File: config.mk
export PLATFORM = sky130hd
export DESIGN_NAME = scsi_byte_packer
export DESIGN_NICKNAME = d
export VERILOG_FILES = /design/src/rtl/resdmac_pkg.sv /design/src/rtl/scsi_byte_packer_lane_sel.sv /design/src/rtl/scsi_byte_packer.sv
export SDC_FILE = /design/constraint.sdc
export NUM_CORES = 1
export LEC_CHECK = 0
export CAP_MARGIN = 20
export CORE_MARGIN = 2
export CORE_UTILIZATION = 25
export CTS_CLUSTER_DIAMETER = 200
export DETAILED_ROUTE_END_ITERATION = 12
export MAX_ROUTING_LAYER = met4
export PLACE_DENSITY_LB_ADDON = 0.25
export SETUP_SLACK_MARGIN = 0.4
export SYNTH_ARGS = -nofsm -noshare
export SYNTH_HDL_FRONTEND = slang
export SYNTH_HIERARCHICAL = 1
export SYNTH_SLANG_ARGS = --single-unit
File: constraint.sdc
create_clock -name CLK -period 5.4 [get_ports CLK]
set_input_delay 1.08 -clock CLK [delete_from_list [all_inputs] [get_ports CLK]]
set_output_delay 1.08 -clock CLK [all_outputs]
set_load 0.01 [all_outputs]
File: src/rtl/resdmac_pkg.sv
// Shared types and constants for the SCSI byte packer: FSM states, lane
// indices and the byte-pointer to partial-byte-enable table.
package resdmac_pkg;

  typedef enum logic [2:0] {
    ST_IDLE,
    ST_PACK,
    ST_PACK_OUT,
    ST_UNPACK_LD,
    ST_UNPACK,
    ST_FLUSH_WAIT
  } state_t;

  localparam logic [1:0] LANE_FIRST = 2'd0;
  localparam logic [1:0] LANE_LAST  = 2'd3;
  localparam logic [3:0] BE_FULL    = 4'b1111;

  // Lanes 0..bo-1 are valid; bo==0 means a complete word.
  function automatic logic [3:0] partial_be(input logic [1:0] bo, input bit msb_first);
    logic [3:0] be;
    case (bo)
      2'd0:    be = 4'b1111;
      2'd1:    be = 4'b1000;
      2'd2:    be = 4'b1100;
      default: be = 4'b1110;
    endcase
    return msb_first ? be : {be[0], be[1], be[2], be[3]};
  endfunction

  function automatic logic [31:0] be_mask(input logic [3:0] be);
    return {{8{be[3]}}, {8{be[2]}}, {8{be[1]}}, {8{be[0]}}};
  endfunction

endpackage

File: src/rtl/scsi_byte_packer_lane_sel.sv
// Lane steering for the byte packer: maps a logical lane (0 = first byte) to
// a physical byte position of the 32-bit word, for writes and for reads.
module pack_lane_sel
  import resdmac_pkg::*;
#(
  parameter bit MSB_FIRST = 1'b1
) (
  input  logic [1:0]  wr_lane,
  output logic [3:0]  wr_en,
  input  logic [1:0]  rd_lane,
  input  logic [31:0] rd_word,
  output logic [7:0]  rd_byte
);

  logic [1:0] wr_pos;
  logic [1:0] rd_pos;

  // Physical position 0 is DATA[7:0]; 68k order puts lane 0 at DATA[31:24].
  assign wr_pos = MSB_FIRST ? (LANE_LAST - wr_lane) : wr_lane;
  assign rd_pos = MSB_FIRST ? (LANE_LAST - rd_lane) : rd_lane;

  // NOTE: every always_comb output gets a default first so no latch is inferred.
  always_comb begin
    wr_en         = '0;
    wr_en[wr_pos] = 1'b1;
  end

  assign rd_byte = rd_word[{rd_pos, 3'b000} +: 8];

endmodule

File: src/rtl/scsi_byte_packer.sv
// Byte <-> longword packer between the WD33C93A 8-bit port and the DMA FIFO.
// Optional SCSI_PACK_BYTECNT_EN adds a saturating BYTE_CNT output.
module scsi_byte_packer
  import resdmac_pkg::*;
#(
  parameter bit MSB_FIRST  = 1'b1,
  parameter bit FLUSH_ZERO = 1'b1
) (
  input  logic        CLK,
  input  logic        RST,
  input  logic        ENA,
  input  logic        DMADIR,
  input  logic        FLUSH,
  output logic        FLUSH_DONE,
  input  logic [7:0]  B_IN,
  input  logic        B_IN_VLD,
  output logic        B_IN_RDY,
  output logic [7:0]  B_OUT,
  output logic        B_OUT_VLD,
  input  logic        B_OUT_RDY,
  input  logic [31:0] LW_IN,
  input  logic        LW_IN_VLD,
  output logic        LW_IN_RDY,
  output logic [31:0] LW_OUT,
  output logic [3:0]  LW_OUT_BE,
  output logic        LW_OUT_VLD,
  input  logic        LW_OUT_RDY,
  output logic [1:0]  BO,
  output logic        BOEQ0,
  output logic        BOEQ3,
`ifdef SCSI_PACK_BYTECNT_EN
  output logic [23:0] BYTE_CNT,
`endif
  output logic        BUSY
);

  state_t      state_q, state_d;
  logic [1:0]  bo_d;
  logic [31:0] hold_q, hold_d, hold_wr;
  logic        flush_pend_q, flush_pend_d;
  logic        done_d;
  logic [3:0]  out_be_d;
  logic [31:0] lw_out_d;
  logic [3:0]  wr_en;
  logic [7:0]  rd_byte;

  logic b_xfer, bo_xfer, lw_in_xfer, lw_out_xfer;
  assign b_xfer      = B_IN_VLD & B_IN_RDY;
  assign bo_xfer     = B_OUT_VLD & B_OUT_RDY;
  assign lw_in_xfer  = LW_IN_VLD & LW_IN_RDY;
  assign lw_out_xfer = LW_OUT_VLD & LW_OUT_RDY;

  pack_lane_sel #(.MSB_FIRST(MSB_FIRST)) u_lane_sel (
    .wr_lane (BO),
    .wr_en   (wr_en),
    .rd_lane (bo_d),
    .rd_word (hold_d),
    .rd_byte (rd_byte)
  );

  always_comb begin
    hold_wr = hold_q;
    for (int i = 0; i < 4; i++)
      if (wr_en[i]) hold_wr[8*i +: 8] = B_IN;
  end

  // Next state plus byte pointer / hold register / pending-flush bookkeeping.
  always_comb begin
    state_d      = state_q;
    bo_d         = BO;
    hold_d       = hold_q;
    flush_pend_d = flush_pend_q;
    done_d       = 1'b0;
    out_be_d     = LW_OUT_BE;
    if (!ENA) begin
      state_d      = ST_IDLE;
      bo_d         = LANE_FIRST;
      hold_d       = '0;
      flush_pend_d = 1'b0;
      out_be_d     = '0;
    end else begin
      case (state_q)
        ST_IDLE: begin
          state_d = DMADIR ? ST_PACK : ST_UNPACK_LD;
          bo_d    = LANE_FIRST;
        end
        ST_PACK: begin
          if (b_xfer) begin
            hold_d = hold_wr;
            bo_d   = BO + 2'd1;
          end
          if (b_xfer && BOEQ3) begin
            state_d      = ST_PACK_OUT;
            out_be_d     = BE_FULL;
            flush_pend_d = FLUSH;
          end else if (FLUSH) begin
            // The byte of this cycle (if any) is already in bo_d.
            if (bo_d == LANE_FIRST) begin
              done_d = 1'b1;
            end else begin
              state_d      = ST_PACK_OUT;
              out_be_d     = partial_be(bo_d, MSB_FIRST);
              flush_pend_d = 1'b1;
            end
          end
        end
        ST_PACK_OUT: begin
          if (lw_out_xfer) begin
            state_d      = (flush_pend_q || FLUSH) ? ST_FLUSH_WAIT : ST_PACK;
            bo_d         = LANE_FIRST;
            flush_pend_d = 1'b0;
            out_be_d     = '0;
          end else if (FLUSH) begin
            flush_pend_d = 1'b1;
          end
        end
        ST_FLUSH_WAIT: begin
          state_d = ST_PACK;
          done_d  = 1'b1;
        end
        ST_UNPACK_LD: begin
          if (lw_in_xfer) begin
            state_d = ST_UNPACK;
            hold_d  = LW_IN;
            bo_d    = LANE_FIRST;
          end else if (FLUSH) begin
            done_d = 1'b1;
          end
        end
        ST_UNPACK: begin
          if (bo_xfer) begin
            bo_d = BO + 2'd1;
            if (BOEQ3) state_d = ST_UNPACK_LD;
          end
          if (FLUSH) begin
            state_d = ST_UNPACK_LD;
            bo_d    = LANE_FIRST;
            done_d  = 1'b1;
          end
        end
        default: state_d = ST_IDLE;
      endcase
    end
  end

  // Output values for the next cycle, all derived from the next state.
  logic b_in_rdy_d, b_out_vld_d, lw_in_rdy_d, lw_out_vld_d, busy_d;
  always_comb begin
    b_in_rdy_d   = (state_d == ST_PACK);
    b_out_vld_d  = (state_d == ST_UNPACK);
    lw_in_rdy_d  = (state_d == ST_UNPACK_LD);
    lw_out_vld_d = (state_d == ST_PACK_OUT);
    busy_d       = (state_d != ST_IDLE);
    lw_out_d     = LW_OUT;
    if (!ENA)
      lw_out_d = '0;
    else if (state_d == ST_PACK_OUT && state_q != ST_PACK_OUT)
      lw_out_d = FLUSH_ZERO ? (hold_d & be_mask(out_be_d)) : hold_d;
  end

  // NOTE: sequential state uses non-blocking assignments only, so every
  // register samples the pre-edge values regardless of statement order.
  always_ff @(posedge CLK or posedge RST) begin
    if (RST) begin
      state_q      <= ST_IDLE;
      BO           <= LANE_FIRST;
      BOEQ0        <= 1'b1;
      BOEQ3        <= 1'b0;
      hold_q       <= '0;
      flush_pend_q <= 1'b0;
      FLUSH_DONE   <= 1'b0;
      B_IN_RDY     <= 1'b0;
      B_OUT        <= '0;
      B_OUT_VLD    <= 1'b0;
      LW_IN_RDY    <= 1'b0;
      LW_OUT       <= '0;
      LW_OUT_BE    <= '0;
      LW_OUT_VLD   <= 1'b0;
      BUSY         <= 1'b0;
    end else begin
      state_q      <= state_d;
      BO           <= bo_d;
      BOEQ0        <= (bo_d == LANE_FIRST);
      BOEQ3        <= (bo_d == LANE_LAST);
      hold_q       <= hold_d;
      flush_pend_q <= flush_pend_d;
      FLUSH_DONE   <= done_d;
      B_IN_RDY     <= b_in_rdy_d;
      B_OUT        <= rd_byte;
      B_OUT_VLD    <= b_out_vld_d;
      LW_IN_RDY    <= lw_in_rdy_d;
      LW_OUT       <= lw_out_d;
      LW_OUT_BE    <= out_be_d;
      LW_OUT_VLD   <= lw_out_vld_d;
      BUSY         <= busy_d;
    end
  end

`ifdef SCSI_PACK_BYTECNT_EN
  always_ff @(posedge CLK or posedge RST) begin
    if (RST)
      BYTE_CNT <= '0;
    else if (state_q == ST_IDLE && state_d != ST_IDLE)
      BYTE_CNT <= '0;
    else if ((b_xfer || bo_xfer) && BYTE_CNT != 24'hFFFFFF)
      BYTE_CNT <= BYTE_CNT + 24'd1;
  end
`endif

endmodule

* Yosys cells after proc, flatten, opt, wreduce, memory -nomap -nowiden *
Cells that the tools add are included.
W data, S select, Z words.

operators by class
  add/sub/neg operators = 3
  $mul = 0
  div/mod/pow operators = 0
  $lt $le $gt $ge = 2
  equal/unequal tests = 18
  shift operators = 1
  muxes and demuxes = 54
  bitwise gates (word level) = 5
  reduce and logical (&&, ||, !) cells = 9

operator list
  kind                   count
  $mux W32               5
  $pmux W32 S2           1
  $and A32 B32 Y32       1
  $mux W8                4
  $shiftx A32 B6 Y8      1
  $mux W3                10
  $mux W4                5
  $mux W2                9
  $pmux W3 S6            1
  $mux W1                13
  $eq A3 B2 Y1 const B   4
  $ne A4 B4 Y1 const B   3
  $pmux W2 S5            1
  $eq A3 B3 Y1 const B   3
  $pmux W4 S2            1
  $eq A3 B1 Y1 const B   2
  $pmux W3 S2            1
  $and A1 B1 Y1          4
  $eq A2 B2 Y1 const B   2
  $logic_not A2 Y1       2
  $pmux W1 S4            1
  $reduce_and A4 Y1      1
  $sub A2 B2 Y2 const A  2
  $logic_and A1 B1 Y1    3
  12 further kinds       12

storage, ports and cells
  register bits = 90
  latch bits = 0
  memory bits (writable) = 0
  bits in read-only memories = 0
  input port bits = 49
  memories kept = 0

* Depth between registers and ports, before layout *
Gate-level depths: netlist of run 1.

  word-level depth = 14
  depth in mapped cells = 12
  depth with buffers taken out = 9

* Hierarchy *
The synthesis of run 1 kept the hierarchy.

modules (own cells, without submodules)
  module            instances  cells an instance  area an instance (sq um)  seq. area each (sq um)
  scsi_byte_packer  1          409                4,365.4                   2,253.4
  pack_lane_sel     1          14                 219.0                     0.0

* Worst setup path before layout of run 1 *
OpenSTA, ideal clock, no wires.

  path kind = input to register
  start point = input port B_IN_VLD
  end point = register LW_OUT[12]
  setup time = 0.078 ns
  arrival = 3.687 ns
  slack = 1.635 ns
  stages on the path = 12
  cells stage by stage = buf_2 > nand2_1 > xor2_1 > ha_1 > nand2b_1 > or2_2 > a32oi_1 > or4b_4 > buf_6 > buf_6 > or4_1 > a21boi_1

on the way
  word-level cells in the longest chain between the ends = 14

RTL lines
  what                                                 RTL line                 source
  start, declared                                      scsi_byte_packer.sv:16   input logic B_IN_VLD,
  $and A1 B1 Y1 *                                      scsi_byte_packer.sv:48   assign b_xfer = B_IN_VLD & B_IN_RDY;
  $mux W2                                              scsi_byte_packer.sv:88   if (b_xfer) begin
  $mux W2                                              scsi_byte_packer.sv:82   case (state_q)
  $mux W2                                              scsi_byte_packer.sv:75   if (!ENA) begin
  $eq A2 B2 Y1 / $eq A2 B1 Y1 (equally long branches)  resdmac_pkg.sv:21        case (bo)
  $pmux W3 S2                                          resdmac_pkg.sv:21
  $mux W4                                              scsi_byte_packer.sv:98   if (bo_d == LANE_FIRST) begin
  $mux W4                                              scsi_byte_packer.sv:96   end else if (FLUSH) begin
  $mux W4                                              scsi_byte_packer.sv:92   if (b_xfer && BOEQ3) begin
  $pmux W4 S2                                          scsi_byte_packer.sv:82
  $mux W4                                              scsi_byte_packer.sv:75
  $and A32 B32 Y32                                     scsi_byte_packer.sv:158  lw_out_d = FLUSH_ZERO ? (hold_d & be_mask(out_be_d)) : hold_d;
  $mux W32                                             scsi_byte_packer.sv:157  else if (state_d == ST_PACK_OUT && state_q != ST_PACK_OUT)
  $mux W32                                             scsi_byte_packer.sv:155  if (!ENA)
  end signal, assigned                                 scsi_byte_packer.sv:192  LW_OUT <= lw_out_d;
  end, declared                                        scsi_byte_packer.sv:24   output logic [31:0] LW_OUT,

Every way passes the cells marked *; elsewhere a longest branch is shown, timed or not. The select of a mux whose other input is x is not followed.
A chain may end at the register's enable or synchronous reset.

* Final worst setup path of run 1 *
  start point = input port B_IN_VLD
  end point = register LW_OUT[11]

Same word-level chain as after synthesis.

==> key figures, run 1 <==
CTS
  – CTS tree: built
  – Reg clk slew, reported paths: 0.06 ns
  – Total CTS buffers: 9
  – Hold Buf Count CTS: 0
  – Clk Latency, worst-skew pair: 0.35 ns
  – Post-CTS Setup Bufs: 0
  – Root buf cell: clkbuf_16
  – Clock Path Buffers: 2
  – CTS H-tree lvls: 3
  – Post-CTS sizing: 0
  – CTS sink cnt: 90

Hold path
  – Min-delay worst type: reg -> reg

Synth
  – Sequential area share after synthesis: 0.4915
  – Avg Synthesized Cell Area: 10.84 µm²
  – Async S/R FF share, synth: 1.000
  – EDFF count, synth: 0
  – Cells after Synth: 423
  – Synth area leader: dfrtp_1
  – Share of Yosys cell area claimed by the top area cell type: 0.4858
  – Post-synthesis cell area: 4584 µm²
  – Synth top area cells: dfrtp_1, mux2i_1, a222oi_1
  – Post-synth net total: 474
  – Library cells used by synthesis: 48
  – Yosys reg bits: 90
  – Synth warnings: 6
  – Top FF cell, synth: dfrtp_1

STA
  – Max_slew headroom: 0.3022
  – Setup TNS: 0 ns
  – Clock skew: 0.005505 ns
  – Hold_ws: 0.5368 ns
  – Final Cycle Share: 0.7669
  – Achievable frequency: 241.5 MHz
  – Pin slew with the least headroom to its limit: 1.047 ns
  – Final setup violation count: 0
  – Max Transition Viols Final: 0
  – RSZ-0062 raised after global routing: false
  – Hold Fails Final Rpt: 0
  – Fin crit period: 4.141 ns

Placed design
  – PortBufs: 102
  – Post-Place Cells: 732
  – Detailed-placement wirelength estimate: 10400 µm
  – Cell Area, Placed: 5801 µm²
  – Final GP Congestion: 0.8657

Setup path
  – Worst Path Arrival: 4.40 ns
  – Crit. End Element: flip-flop
  – Worst Setup Start Kind: input port
  – CP required: 5.66 ns
  – CP Max Fanout: 25
  – R2R setup slack: 2.03 ns
  – WS Path Type: in -> reg

Routing
  – First-pass DRT Iterations: 5
  – Vias: 3736
  – Final antenna-violating net count: 0
  – DRC errors left: 0
  – DR vias/cell: 4.988
  – Drt wl/cell: 19.78 µm
  – Drt initial violations: 459
  – Final WL: 14820 µm

Floorplanning
  – Initial core utilization: 0.2552
  – Die area: 19440 µm²
  – Ports: 103
  – Chip width: 139.4 µm
  – Row count: 49
  – Die Ht: 139.4 µm
  – Core region area: 17960 µm²

Global route
  – Antenna violations before repair: 0
  – Vias in the first global route: 3972
  – Congestion Overflow GR: 0
  – Global-route wire length before repair: 23120 µm
  – Largest net degree at the start of global routing: 82
  – Total GRT Usage: 0.1589

Cells and area
  – Fillers: 1807
  – Nets: 566
  – Final Cell Area: 6092 µm²
  – Most frequent cells in the layout: clkdlybuf4s50_1, dfrtp_1, nand2_1
  – Post-Layout Cell Count: 749
  – Commonest non-fill, non-tap cell in the layout: clkdlybuf4s50_1
  – Syn-to-layout area delta: 32.89%
  – Fraction of layout cells with a size suffix above 1: 0.08269
  – N_diodes: 0

Power and ir drop
  – Leakage: 2.391 nW
  – Pwr Total: 1.554 mW
  – Power per cell area: 255.1 nW/µm²
  – VDD IR max: 0.0001441 V

Outcome
  – Status: finished clean

Flow run
  – Max cap viols: 0
## worst max-delay path: stages
cell and delay (ns):
clkdlybuf4s50_1 0.59, nand2_1 0.16, xor2_1 0.20, ha_1 0.27
nand2b_1 0.20, or2_2 0.29, a32oi_1 0.22, or4b_4 0.61
nor2_4 0.11, buf_4 0.39, mux2i_1 0.25
## state kept, by name, indices dropped and copies added, names as in the netlist, 2 cells and up
register   flops
LW_OUT_BE      4
state_q        3
B_OUT          8
hold_q        32
LW_OUT        32
BO             2
## cells by family after synthesis
kind of cell,share of synthesized area
multiplexers,0.1092
AO/OA/AOI/OAI,0.1515
flip-flops,0.4915
buffers and inverters,0.03821
adder cells (fa/ha/maj),0.005458
AND/OR/NAND/NOR,0.2003
XOR/XNOR,0.003822
## cell usage after synthesis (all sizes together), types with 3 or more instances
cell	n
a32oi	3
inv	7
nor3b	3
a21oi	6
nand3b	9
nor2b	33
mux2i	32
clkbuf	19
mux4	8
a21o	4
buf	10
or4b	3
dfrtp	89
nand3	12
a222oi	25
or4	8
nand2b	21
o21ai	24
or2	3
nor3	4
and2	11
a21boi	13
nand2	36
a22oi	10
nor2	11
## routing by layer
metal  vias to the layer above  part of all wire  global-route usage
li1                       1745                 -                   -
met1                      1853              0.46              0.2141
met2                       120              0.47              0.2436
met3                        18             0.056             0.02753
met4                         0             0.018             0.05263
met5                         -                 0                   -
## path summary, 6_finish.rpt
kind                                     endpoint                    from  cells after the start
max reg2reg                    B_OUT[5]$_DFF_PP0_    state_q[1]$_DFF_PP0_                      6
min reg2reg                LW_OUT[29]$_DFFE_PP0P_  LW_OUT[29]$_DFFE_PP0P_                      2
min                        LW_OUT[29]$_DFFE_PP0P_  LW_OUT[29]$_DFFE_PP0P_                      2
max in group asynchronous    hold_q[26]$_DFF_PP0_                     RST                      3
max                        LW_OUT[11]$_DFFE_PP0P_                B_IN_VLD                     11
min in group asynchronous  LW_OUT[18]$_DFFE_PP0P_                     RST                      2
## power breakdown
| part | switching (mW) | internal, mW | total [mW] |
|---|---|---|---|
| clock network | 0.256 | 0.349 | 0.605 |
| registers | 0.0212 | 0.689 | 0.711 |
| logic | 0.135 | 0.103 | 0.238 |
## final cells by class
| class | count | area [µm²] | area share |
|---|---|---|---|
| sequential | 90 | 2253 | 0.3699 |
| inverter | 8 | 31.28 | 0.005135 |
| tap | 229 | 286.5 | 0.04703 |
| clock buffer | 14 | 274.0 | 0.04498 |
| multi-input combinational | 296 | 2161 | 0.3547 |
| timing repair buffer | 110 | 1076 | 0.1766 |
| clock inverter | 2 | 10.01 | 0.001643 |
## stage by stage
step	setup WS, ns	util
floorplan	1.635	-
global placement	1.071	0.3229
detailed placement	0.9008	0.3229
CTS	1.266	0.3387
global route	1.012	0.3391
finish	1.259	0.3391
No activity file was read; power rests on OpenSTA's default activity.
==> run 2, diff against run 1 <==
==> constraint.sdc (replaced) <==
create_clock -name CLK -period 3.6 [get_ports CLK]
set_input_delay 0.72 -clock CLK [delete_from_list [all_inputs] [get_ports CLK]]
set_output_delay 0.72 -clock CLK [all_outputs]
set_load 0.01 [all_outputs]
==> run 2 against run 1 <==
Cell area increased by 3.6%. Global-route usage increased by 0.88 points. Cell count increased by 2.4%. Die area unchanged. Utilization increased by 1.2 points. Non-clock buffer count increased by 17. Sequential power increased by 49%. Largest cell class unchanged. Largest power group unchanged.
==> key figures, run 2 (synthesized netlist as in run 1, its figures left out) <==
STA
  – Achievable frequency: 326.9 MHz
  – Post-layout worst setup margin: 0.5412 ns (-0.7173 ns)
  – Max Transition Viols Final: 0 (unchanged)
  – Pin slew with the least headroom to its limit: 0.7968 ns (-0.2499 ns)
  – Final setup violation count: 0 (unchanged)
  – Clock skew: 0.007288 ns (+0.001782 ns)
  – RSZ-0062 raised after global routing: false
  – Fin crit period: 3.059 ns
  – Hold Fails Final Rpt: 0 (unchanged)
  – Max_slew headroom: 0.4652 (+0.1630)
  – Final Cycle Share: 0.8497

Setup path
  – CP peak stage delay: 0.68 ns (+0.07 ns)
  – Worst Path Arrival: 3.28 ns (-1.12 ns)
  – CP Max Fanout: 10 (-60%)
  – Crit path max-delay cell type: or4_1
  – Crit-path leading delay family: buffers and inverters
  – WS Path Type: in -> reg
  – Crit. End Element: flip-flop
  – Crit path cell chain: clkdlybuf4s50_1, or4_1, o22ai_1, a21oi_1, nor2b_1, buf_4, mux4_2
  – CP required: 3.82 ns (-1.84 ns)
  – Buf/Inv on CP: 2 (unchanged)
  – Worst Setup Start Kind: input port

Floorplanning
  – Initial core utilization: 0.2552 (unchanged)
  – Ports: 103 (unchanged)
  – Core region area: 17960 µm² (unchanged)
  – Chip width: 139.4 µm (unchanged)
  – Row count: 49 (unchanged)
  – Die area: 19440 µm² (unchanged)
  – Die Ht: 139.4 µm (unchanged)

Power and ir drop
  – Clk network pwr share: 0.396 (+0.007)
  – Leakage: 2.505 nW (+4.8%)
  – Combinational Power Share: 0.169 (+0.016)
  – Switching share of power: 0.2738 (+0.008022)
  – Pwr Total: 2.445 mW (+57%)
  – Internal Dissipation: 1.776 mW (+56%)
  – VDD IR max: 0.0002261 V (+57%)
  – Flop pwr share: 0.435 (-0.022)
  – Switch Pwr: 0.6694 mW (+62%)
  – Power per cell area: 387.3 nW/µm² (+52%)

Cells and area
  – Util after Layout: 0.3514 (+0.01226)
  – Nets: 584 (+3.2%)
  – Final Cell Area: 6312 µm² (+3.6%)
  – Syn-to-layout area delta: 37.69%
  – Most frequent cells in the layout: clkdlybuf4s50_1, dfrtp_1, nand2_1
  – Top Registers: LW_OUT x32, hold_q x32, B_OUT x8
  – Post-Layout Cell Count: 767 (+2.4%)
  – N_diodes: 0 (unchanged)
  – Commonest non-fill, non-tap cell in the layout: clkdlybuf4s50_1
  – Fraction of layout cells with a size suffix above 1: 0.1283 (+0.04556)

CTS
  – Clock Path Buffers: 2 (unchanged)
  – CTS sink cnt: 90 (unchanged)
  – Reg clk slew, reported paths: 0.06 ns (about the same)
  – CTS tree: built
  – Hold Buf Count CTS: 0 (unchanged)
  – Root buf cell: clkbuf_16
  – Clk Latency, worst-skew pair: 0.36 ns (about the same)
  – CTS H-tree lvls: 3 (unchanged)
  – Total CTS buffers: 9 (unchanged)

Placed design
  – Cell Area, Placed: 5993 µm² (+3.3%)
  – Post-place setup slack: -0.1097 ns (-1.011 ns)
  – Detailed-placement wirelength estimate: 10790 µm (+3.8%)
  – PortBufs: 102 (unchanged)
  – Final GP Congestion: 0.9085 (+4.9%)
  – Post-Place Cells: 750 (+2.5%)

Global route
  – Antenna violations before repair: 1 (+1)
  – Largest net degree at the start of global routing: 91 (+11%)
  – Congestion Overflow GR: 0 (unchanged)
  – Vias in the first global route: 3996 (+0.60%)
  – Global-route wire length before repair: 24010 µm (+3.9%)
  – Total GRT Usage: 0.1677 (+0.008815)

Routing
  – Drt initial violations: 403 (-12%)
  – Vias: 3779 (+1.2%)
  – Drt wl/cell: 20.37 µm (+3.0%)
  – Final WL: 15630 µm (+5.5%)
  – DRC errors left: 0 (unchanged)
  – DR vias/cell: 4.927 (-1.2%)
  – Final antenna-violating net count: 0 (unchanged)
  – First-pass DRT Iterations: 5 (unchanged)

Outcome
  – Status: finished clean

Hold path
  – Min-delay worst type: reg -> reg

Flow run
  – Max cap viols: 0 (unchanged)
[run 2: cell type report]
type,instances,area (µm²)
Timing Repair Buffer,127,1229
Sequential cell,90,2255
Clock buffer,11,242.7
Inverter,8,31.28
Multi-Input combinational cell,297,2215
Clock inverter,5,53.80
Fill cell,1815,11650
Tap cell,229,286.5
[run 2: stage by stage]
step	hold WS, ns	setup TNS [ns]
CTS	0.5313	0
global route	0.5630	0
finish	0.5307	0
detailed placement	0.5198	-0.5974
global placement	0.5222	-0.09363
floorplan	0.5074	0
[run 2: worst register-to-register path: cells and delay by family (launching register included)]
family	cells	cell delay (ns)
xor gates and xnor gates	1	0.19
and+or+nand+nor	5	1.56
DFF	1	0.58
adders and majority gates	1	0.22
AOI/OAI and AO/OA	2	0.39
[run 2: power by group through the flow]
stage          clock network, mW  logic [mW]  registers, mW
2_1_floorplan                  0       0.220           1.07
6_report                   0.969       0.414           1.06
5_1_grt                     1.03       0.447           1.07
3_3_place_gp                   0       0.406           1.08
4_1_cts                    0.995       0.416           1.06
3_5_place_dp                   0       0.406           1.08
[run 2: final timing paths]
check                                  startpoint  slack, ns                endpoint  depth (start not counted)
max                                         FLUSH       0.54      B_OUT[6]$_DFF_PP0_                          7
min                        LW_OUT[31]$_DFFE_PP0P_       0.53  LW_OUT[31]$_DFFE_PP0P_                          2
max reg2reg                       BO[0]$_DFF_PP0_       0.59  LW_OUT[21]$_DFFE_PP0P_                          9
min reg2reg                LW_OUT[31]$_DFFE_PP0P_       0.53  LW_OUT[31]$_DFFE_PP0P_                          2
max in group asynchronous                     RST       2.42  LW_OUT_BE[0]$_DFF_PP0_                          3
min in group asynchronous                     RST       0.78      B_OUT[2]$_DFF_PP0_                          3
[run 2: repair_timing]
item                                    CTS  global route
endpoints found under the setup margin   27             7
resized for setup                         3             2
buffers inserted                          0             0
cloned                                    1             0
[run 2: metal layers]
metal | global-route usage | part of all wire | routed length (µm)
met5 | - | 0 | 0
met4 | 0.06699 | 0.017 | 272
met3 | 0.03338 | 0.052 | 814
met2 | 0.2526 | 0.46 | 7265
met1 | 0.2223 | 0.47 | 7274
==> run 3, diff against run 2 <==
==> constraint.sdc (replaced) <==
create_clock -name CLK -period 2.9 [get_ports CLK]
set_input_delay 0.58 -clock CLK [delete_from_list [all_inputs] [get_ports CLK]]
set_output_delay 0.58 -clock CLK [all_outputs]
set_load 0.01 [all_outputs]
==> run 3 against run 2 <==
First-iteration DRC count down 15%. Worst hold slack better by 0.013 ns. Cell area up 9.9%. Sequential power up 24%. Critical path depth up 2. Utilization up 3.5 points. Register-to-register slack worse by 0.36 ns. Largest cell class is now multi-input gates.
==> key figures, run 3 (synthesized netlist as in run 1, its figures left out) <==
Cells and area
  – Util after Layout: 0.3861 (+0.03469)
  – Fraction of layout cells with a size suffix above 1: 0.2625 (+0.1343)
  – Commonest non-fill, non-tap cell in the layout: clkdlybuf4s50_1
  – Syn-to-layout area delta: 51.28%
  – Final Cell Area: 6935 µm² (+9.9%)
  – Most frequent cells in the layout: clkdlybuf4s50_1, dfrtp_1, buf_4
  – Top Registers: LW_OUT x32, hold_q x32, B_OUT x8
  – N_diodes: 0 (unchanged)
  – Register area: 2258 µm² (+0.17%)
  – Nets: 646 (+11%)
  – Fillers: 1777 (-2.1%)
  – Multi-input logic area: 2347 µm² (+6.0%)

STA
  – Hold Fails Final Rpt: 0 (unchanged)
  – Pin slew with the least headroom to its limit: 0.7777 ns (-0.01912 ns)
  – Max_slew headroom: 0.4796 (+0.01440)
  – Final setup violation count: 0 (unchanged)
  – RSZ-0062 raised after global routing: true
  – Fin crit period: 2.675 ns
  – Post-layout worst setup margin: 0.2253 ns (-0.3160 ns)
  – Clock skew: 0.01150 ns (+0.004208 ns)
  – Achievable frequency: 373.9 MHz
  – Final Cycle Share: 0.9223
  – Max Transition Viols Final: 0 (unchanged)
  – Hold_ws: 0.5433 ns (+0.01257 ns)

Setup path
  – Buf/Inv on CP: 0 (-2)
  – Crit-path leading delay family: simple AND/OR/NAND/NOR gates
  – Crit. End Element: flip-flop
  – Crit path max-delay cell type: or4b_4
  – CP required: 3.19 ns (-0.63 ns)
  – Worst reg2reg endpoint: LW_OUT[15]$_DFFE_PP0P_
  – R2R setup slack: 0.23 ns (-0.36 ns)
  – Worst Setup Start Kind: flip-flop
  – Crit path cell chain: nand3_2, xor2_1, ha_2, nand2b_4, or2_4, a32oi_4, or4b_4, or4_4, a21boi_2
  – WS Path Type: reg -> reg
  – CP peak stage delay: 0.54 ns (-0.14 ns)
  – CP Depth: 9 (+2)
  – CP Max Fanout: 5 (-5)
  – FF-to-FF Start: BO[0]$_DFF_PP0_
  – R2R depth: 9 (unchanged)
  – Worst Path Arrival: 2.96 ns (-0.32 ns)

Global route
  – Largest net degree at the start of global routing: 77 (-15%)
  – Vias in the first global route: 4334 (+8.5%)
  – Global-route wire length before repair: 25350 µm (+5.6%)
  – Congestion Overflow GR: 0 (unchanged)
  – Antenna violations before repair: 0 (-1)
  – Total GRT Usage: 0.1764 (+0.008716)

CTS
  – CTS H-tree lvls: 3 (unchanged)
  – Clk Latency, worst-skew pair: 0.36 ns (about the same)
  – CTS sink cnt: 90 (unchanged)
  – Hold Buf Count CTS: 0 (unchanged)
  – Root buf cell: clkbuf_16
  – Reg clk slew, reported paths: 0.06 ns (about the same)
  – Clock Path Buffers: 2 (unchanged)
  – Total CTS buffers: 9 (unchanged)
  – CTS tree: built

Routing
  – Final WL: 16540 µm (+5.9%)
  – Final antenna-violating net count: 0 (unchanged)
  – DRC errors left: 0 (unchanged)
  – Vias: 4074 (+7.8%)
  – DR vias/cell: 4.926 (about the same)
  – Drt wl/cell: 20.00 µm (-1.8%)
  – Drt initial violations: 343 (-15%)
  – First-pass DRT Iterations: 6 (+1)

Power and ir drop
  – VDD IR max: 0.0002883 V (+27%)
  – Pwr Total: 3.130 mW (+28%)
  – Leakage: 2.825 nW (+13%)
  – Power per cell area: 451.3 nW/µm² (+17%)

Placed design
  – Cell Area, Placed: 6337 µm² (+5.7%)
  – Final GP Congestion: 0.8915 (-1.9%)
  – PortBufs: 102 (unchanged)
  – Post-place setup slack: -0.6608 ns (-0.5511 ns)
  – Detailed-placement wirelength estimate: 11470 µm (+6.3%)

Floorplanning
  – Ports: 103 (unchanged)
  – Initial core utilization: 0.2552 (unchanged)
  – Die area: 19440 µm² (unchanged)
  – Die Ht: 139.4 µm (unchanged)
  – Core region area: 17960 µm² (unchanged)
  – Row count: 49 (unchanged)
  – Chip width: 139.4 µm (unchanged)

Flow run
  – Max cap viols: 0 (unchanged)

Hold path
  – Min-delay worst type: reg -> reg
  – Worst hold start: flush_pend_q$_DFFE_PP0P_
  – WHS Endpoint: flush_pend_q$_DFFE_PP0P_
  – Hold-critical path depth: 2 (unchanged)

Outcome
  – Status: finished clean
[run 3: changes by cell type in the layout (fill, tap and decap cells not counted), sizes merged]
cell,delta
clkdlybuf4s50,-3
clkinvlp,+1
clkinv,-6
clkbuf,+2
buf,+63
dlygate4sd2,+3
clkdlybuf4s15,-1
bufinv,-1
inv,+2
[run 3: per-layer routing]
metal  wire (µm)  vias up  GRT usage  part of all wire
met5           0        -          -                 0
met4         408        0    0.07124             0.025
met3         747       22    0.02306             0.045
met2        7770      135     0.2714              0.47
met1        7616     2007     0.2362              0.46
li1            -     1910          -                 -
[run 3: worst max-delay path by stage]
stage	slack [ns]	start	endpoint
after floorplan	-0.17	B_IN_VLD	LW_OUT[12]$_DFFE_PP0P_
after global placement	-0.60	B_IN_VLD	LW_OUT[12]$_DFFE_PP0P_
after detailed placement	-0.66	B_IN_VLD	LW_OUT[12]$_DFFE_PP0P_
after CTS	0.19	BO[0]$_DFF_PP0_	LW_OUT[12]$_DFFE_PP0P_
after global routing	0.12	BO[0]$_DFF_PP0_	LW_OUT[18]$_DFFE_PP0P_
final	0.23	BO[0]$_DFF_PP0_	LW_OUT[15]$_DFFE_PP0P_
[run 3: cell type report]
class | count | area share
multi-input cells | 297 | 0.3384
well taps | 229 | 0.04131
inverters | 8 | 0.004871
clock buffers | 13 | 0.03897
flip-flops and latches | 90 | 0.3256
clock inverters | 1 | 0.001263
repair buffers | 189 | 0.2495
[run 3: through the flow]
stage / std cells / TNS, ns
finish: 827 / 0
detailed placement: 790 / -19.61
global route: 827 / 0
floorplan: 423 / -0.3487
global placement: 790 / -18.21
CTS: 816 / 0
[run 3: power by group]
group	switching (mW)	internal, mW
clock	0.504	0.646
sequential	0.0264	1.28
combinational	0.329	0.340
total	0.859	2.27
[run 3: repair_timing]
action	4_1_cts	5_1_grt
cloned	1	0
pin swaps	19	14
endpoints found under the setup margin	44	41
resized for setup	23	23
setup buffers	11	11
hold endpoints to repair	0	0
[run 3: worst register-to-register path, delay by kind of cell, from the launching register on]
family          cells  cell delay, ns
compound gates      2            0.30
xor+xnor            1            0.16
simple gates        5            1.51
flops               1            0.42
fa+ha+maj           1            0.22
